==> config.mk <==
export PLATFORM = sky130hd
export DESIGN_NAME = gamepad_wb
export DESIGN_NICKNAME = d
export VERILOG_FILES = /design/src/rtl/gamepad_wb.sv
export SDC_FILE = /design/constraint.sdc
export NUM_CORES = 1
export LEC_CHECK = 0
export CORE_ASPECT_RATIO = 0.9
export CORE_MARGIN = 2
export CORE_UTILIZATION = 35
export DETAILED_ROUTE_END_ITERATION = 7
export REMOVE_ABC_BUFFERS = 1
export SLEW_MARGIN = 25
export SYNTH_ARGS = -nofsm -noshare
export SYNTH_HDL_FRONTEND = slang
export SYNTH_SLANG_ARGS = --single-unit
==> constraint.sdc <==
create_clock -name clk -period 2.69 [get_ports clk]
set_input_delay 0.807 -clock clk [delete_from_list [all_inputs] [get_ports clk]]
set_output_delay 0.807 -clock clk [all_outputs]
set_load 0.005 [all_outputs]
==> src/rtl/gamepad_wb.sv <==
// Wishbone scanner for two serial SNES/NES-style pads on shared latch/clock/select.
// Button word and scan count update atomically at the end of each scan.
module gamepad_wb #(
    parameter int DIV     = 150,
    parameter int NBITS   = 16,
    parameter int POLL_TW = 19
) (
    input  logic        clk,
    input  logic        rst,
    input  logic [1:0]  wb_addr,
    input  logic [31:0] wb_wdata,
    output logic [31:0] wb_rdata,
    input  logic        wb_we,
    input  logic        wb_cyc,
    output logic        wb_ack,
    output logic        gp_sel,
    input  logic [1:0]  gp_data,
    output logic        gp_latch,
    output logic        gp_clk
);

    typedef enum logic [2:0] {
        S_IDLE, S_LATCH, S_GAP, S_CLK_LO, S_CLK_HI, S_DONE
    } state_t;

    localparam logic [8:0] LAT_END  = 9'(2 * DIV - 1);
    localparam logic [8:0] UNIT_END = 9'(DIV - 1);
    localparam logic [4:0] BITS_N   = 5'(NBITS);
    localparam logic [POLL_TW-1:0] POLL_ONE = {{(POLL_TW-1){1'b0}}, 1'b1};

    state_t state_q, state_d;

    logic               ack_q;
    logic [31:0]        rdata_q, rdata_d;
    logic               auto_en_q, sel_req_q, gp_sel_q;
    logic [15:0]        data0_q, data1_q, sh0_q, sh1_q, count_q;
    logic [4:0]         bits_q;
    logic [8:0]         tmr_q;
    logic [POLL_TW-1:0] poll_q;
    logic [1:0]         sync1_q, sync2_q;
    logic               busy;

    logic acc, wr, trig, tick, start, shift_en, scan_go;
    logic unused_wdata;

    assign acc      = wb_cyc & ~ack_q;
    assign wr       = acc & wb_we;
    assign trig     = wr & (wb_addr == 2'd0) & wb_wdata[31];
    assign tick     = &poll_q;
    assign start    = trig | (auto_en_q & tick);
    assign shift_en = (state_d == S_CLK_LO) & (state_q != S_CLK_LO);
    assign scan_go  = (state_q == S_IDLE) & (state_d == S_LATCH);

    assign unused_wdata = ^wb_wdata[30:2];

    assign wb_ack   = ack_q;
    assign wb_rdata = rdata_q;
    assign gp_sel   = gp_sel_q;

    always_ff @(posedge clk) begin
        if (rst) state_q <= S_IDLE;
        else     state_q <= state_d;
    end

    always_comb begin
        state_d = state_q;
        unique case (state_q)
            S_IDLE:   if (start) state_d = S_LATCH;
            S_LATCH:  if (tmr_q == LAT_END) state_d = S_GAP;
            S_GAP:    if (tmr_q == UNIT_END) state_d = S_CLK_LO;
            S_CLK_LO: if (tmr_q == UNIT_END) state_d = S_CLK_HI;
            S_CLK_HI: begin
                if (tmr_q == UNIT_END)
                    state_d = (bits_q < BITS_N) ? S_CLK_LO : S_DONE;
            end
            S_DONE:   state_d = S_IDLE;
            default:  state_d = S_IDLE;
        endcase
    end

    always_comb begin
        busy     = (state_q != S_IDLE);
        gp_latch = (state_q == S_LATCH);
        gp_clk   = (state_q != S_CLK_LO);
    end

    always_comb begin
        rdata_d = '0;
        unique case (wb_addr)
            2'd0:    rdata_d = {28'd0, gp_sel_q, busy, sel_req_q, auto_en_q};
            2'd1:    rdata_d = {data1_q, data0_q};
            2'd2:    rdata_d = {16'd0, count_q};
            default: rdata_d = '0;
        endcase
    end

    always_ff @(posedge clk) begin
        if (rst) begin
            ack_q     <= 1'b0;
            rdata_q   <= '0;
            auto_en_q <= 1'b0;
            sel_req_q <= 1'b0;
            gp_sel_q  <= 1'b0;
            data0_q   <= '0;
            data1_q   <= '0;
            sh0_q     <= '0;
            sh1_q     <= '0;
            count_q   <= '0;
            bits_q    <= '0;
            tmr_q     <= '0;
            poll_q    <= '0;
            sync1_q   <= '0;
            sync2_q   <= '0;
        end else begin
            ack_q   <= acc;
            rdata_q <= acc ? rdata_d : 32'd0;
            if (wr && wb_addr == 2'd0) begin
                auto_en_q <= wb_wdata[0];
                sel_req_q <= wb_wdata[1];
            end
            poll_q  <= poll_q + POLL_ONE;
            sync1_q <= gp_data;
            sync2_q <= sync1_q;
            tmr_q   <= (state_d != state_q) ? 9'd0 : tmr_q + 9'd1;
            // Select only moves while idle so a scan never sees a bank switch.
            if (state_d == S_IDLE) gp_sel_q <= sel_req_q;
            if (scan_go) begin
                bits_q <= '0;
                sh0_q  <= '0;
                sh1_q  <= '0;
            end
            if (shift_en) begin
                sh0_q[bits_q[3:0]] <= ~sync2_q[0];
                sh1_q[bits_q[3:0]] <= ~sync2_q[1];
                bits_q             <= bits_q + 5'd1;
            end
            if (state_q == S_DONE) begin
                data0_q <= sh0_q;
                data1_q <= sh1_q;
                count_q <= count_q + 16'd1;
            end
        end
    end

endmodule
==> results.json <==
{
  "outcome": "finished clean",
  "crit_path_cell_trace": "and2b_1 > nand2_1 > clkdlybuf4s50_1",
  "grt_start_max_net_pins": 37,
  "critPathKind": "flip-flop to output pin",
  "post-route-util": 0.432,
  "gr-total-overflow": 0,
  "post_dp_cell_area_mm2": 0.00694,
  "synth_most_common_cell": "dfxtp_1",
  "ir_worst_vdd_mv": 0.578,
  "finalNetCount": 782,
  "period_share": 0.960,
  "drc": 0,
  "h-tree-depth": 4,
  "rows": 46,
  "syn-cell-area_mm2": 0.00623,
  "yosysTopAreaCell": "dfxtp_1",
  "die_area_mm2": 0.0189,
  "fmax_mhz": 387,
  "synth_area_leaders": "dfxtp_1, nor2_1, nand2_1",
  "antennaDiodeCount": 0,
  "synth_edf_count": 0,
  "syn_area_per_cell_um2": 9.02,
  "synth_top_cells_by_count": "dfxtp_1, nor2_1, nand2_1",
  "core_area_mm2": 0.0176,
  "worstMarginPinSlew_ns": 0.904,
  "yosysWarnings": 0,
  "die-height_um": 131,
  "postRouteAntennaNets": 0,
  "antenna_found_initial": 0,
  "cts_made_buffers": 17,
  "cp_data_required_time_ns": 1.88,
  "die_x_um": 145,
  "p_leak_nw": 2.72,
  "clk_latency_ns": 0.43,
  "hold_viol": 0,
  "initial_core_util": 0.355,
  "root_buffer": "clkbuf_16",
  "endpoint_kind": "output pin",
  "setup_tns_ns": 0,
  "cp_slowest_stage_delay_ns": 0.50,
  "area_growth_pct": 21.6,
  "hold_path_class": "flip-flop to flip-flop",
  "grt_pass1_wl_um": 21800,
  "ys.flop_type": "dfxtp_1",
  "place_hpwl_um": 8630,
  "cts_tree": "done",
  "postSynth.asyncResetShare": 0,
  "setup_viol": 0,
  "hold_buffers": 0,
  "drive_above_1_share": 0.103,
  "startpoint_type": "flip-flop",
  "grtUsageTotal": 0.148,
  "routed-via-count": 4794,
  "wire_per_inst_um": 13.2,
  "period_minus_slack_ns": 2.58,
  "max_slew_margin": 0.396,
  "critPathSlowestCell": "clkdlybuf4s50_1",
  "vias_per_cell": 4.86,
  "dr.pass1.iters": 4,
  "clock_tree.buffer_depth": 2,
  "netlist.area_leader.share": 0.501,
  "drv_slew": 0,
  "p_per_area_mw_per_mm2": 659,
  "drt_first_iter_violations": 308,
  "ys_seq_area_frac": 0.501,
  "max_cap_viol_count": 0,
  "synthCells": 691,
  "clock_sinks": 156,
  "ys_types": 56,
  "num_io_pins": 76,
  "arrival_ns": 1.78,
  "fin_area_mm2": 0.00758,
  "drt-total-wl_um": 13000,
  "cp_max_fo": 12,
  "ys_seq_elements": 156,
  "rsz0062_at_grt": "no",
  "io_buffer_count": 46,
  "clk_pin_slew_ns": 0.06,
  "globalplace.congestion": 0.819,
  "grt_pass1_vias": 4434,
  "clock_skew_ns": 0.0113
}
[area by class of cell]
type	instances	area (um^2)
fill	1763	9970
inverter	11	41.3
tap	240	300
sequential	156	3130
clock inverter	11	159
timing repair buffer	61	593
clock buffer	21	470
multi-input combinational	487	2890
[where the power goes]
part	switching, mW	total (mW)	internal, mW
Clock	0.993	2.54	1.55
Sequential	0.0107	2.33	2.32
Combinational	0.0798	0.125	0.0453
Total	1.08	5.00	3.91
[sequential cells by signal (all words and copies together) (netlist names), 9 cells and up]
signal,flops
wb_rdata,32
poll_q,19
count_q,16
data0_q,16
data1_q,16
sh0_q,16
sh1_q,16
tmr_q,9
[through the flow]
step / cells / hold slack (ns) / worst slack [ns] / power [mW]
2_1_floorplan: 654 / 0.409 / 0.370 / 2.44
3_3_place_gp: 955 / 0.420 / -0.231 / 2.51
3_5_place_dp: 955 / 0.427 / -0.217 / 2.51
4_1_cts: 987 / 0.442 / 0.0419 / 5.06
5_1_grt: 987 / 0.464 / 0.0375 / 5.17
6_report: 987 / 0.442 / 0.107 / 5.00
[logic make-up (layout without fill, tap and decap cells)]
kind of cell / count (synthesis) / after routing / share of synthesized area
fa+ha+maj: 8 / 8 / 0.0161
xor+xnor: 36 / 36 / 0.0506
buf+inv: 48 / 104 / 0.0367
mux: 6 / 6 / 0.00964
flops: 156 / 156 / 0.501
simple gates: 321 / 321 / 0.256
compound gates: 116 / 116 / 0.130
[per-layer routing]
metal  GRT usage  share of wire
met4      0.0548          0.011
met3      0.0397          0.031
met5           0              0
met2       0.231           0.46
met1       0.199           0.50
[cells in the final DEF (no fill, tap or decap), types with 3 or more instances in the layout]
master	Yosys	routed
o21ai_0	12	12
and4_1	3	3
a21oi_1	46	46
nor2b_1	10	9
xnor2_1	17	17
buf_4	1	13
clkinv_4	0	3
a22oi_1	12	12
dfxtp_2	0	3
mux2i_1	6	6
a31o_1	28	28
inv_1	11	11
a31o_2	5	5
bufinv_16	0	3
ha_1	8	8
nor3_1	13	13
and3_1	9	9
xor2_1	19	19
clkdlybuf4s50_1	0	45
or2_2	4	3
clkbuf_8	0	3
and2_1	20	20
or3_1	5	5
clkinvlp_4	0	3
nand2_1	85	85
clkbuf_16	0	17
nand3_1	41	41
nand4_1	8	8
dfxtp_1	156	153
nor2_1	98	97
[worst paths after layout]
path,startpoint,cells past startpoint,end,slack (ns)
worst max-delay path,state_q[2],3,gp_clk,0.11
worst min-delay path,poll_q[0],1,poll_q[0],0.44
worst max register to register,tmr_q[0],6,sh1_q[6],0.56
worst min register to register,poll_q[0],1,poll_q[0],0.44
[worst max-delay path: cells and delay by family (launching register included)]
kind,cells,cell delay (ns)
buffers and inverters,1,0.50
DFF,1,0.42
and+or+nand+nor,2,0.42
[timing repair]
item,CTS,global route
setup endpoints to repair,2,1
setup buffers,0,0
gates resized for setup,3,2
pin swaps,0,0
Power figures use the tool's default switching activity.
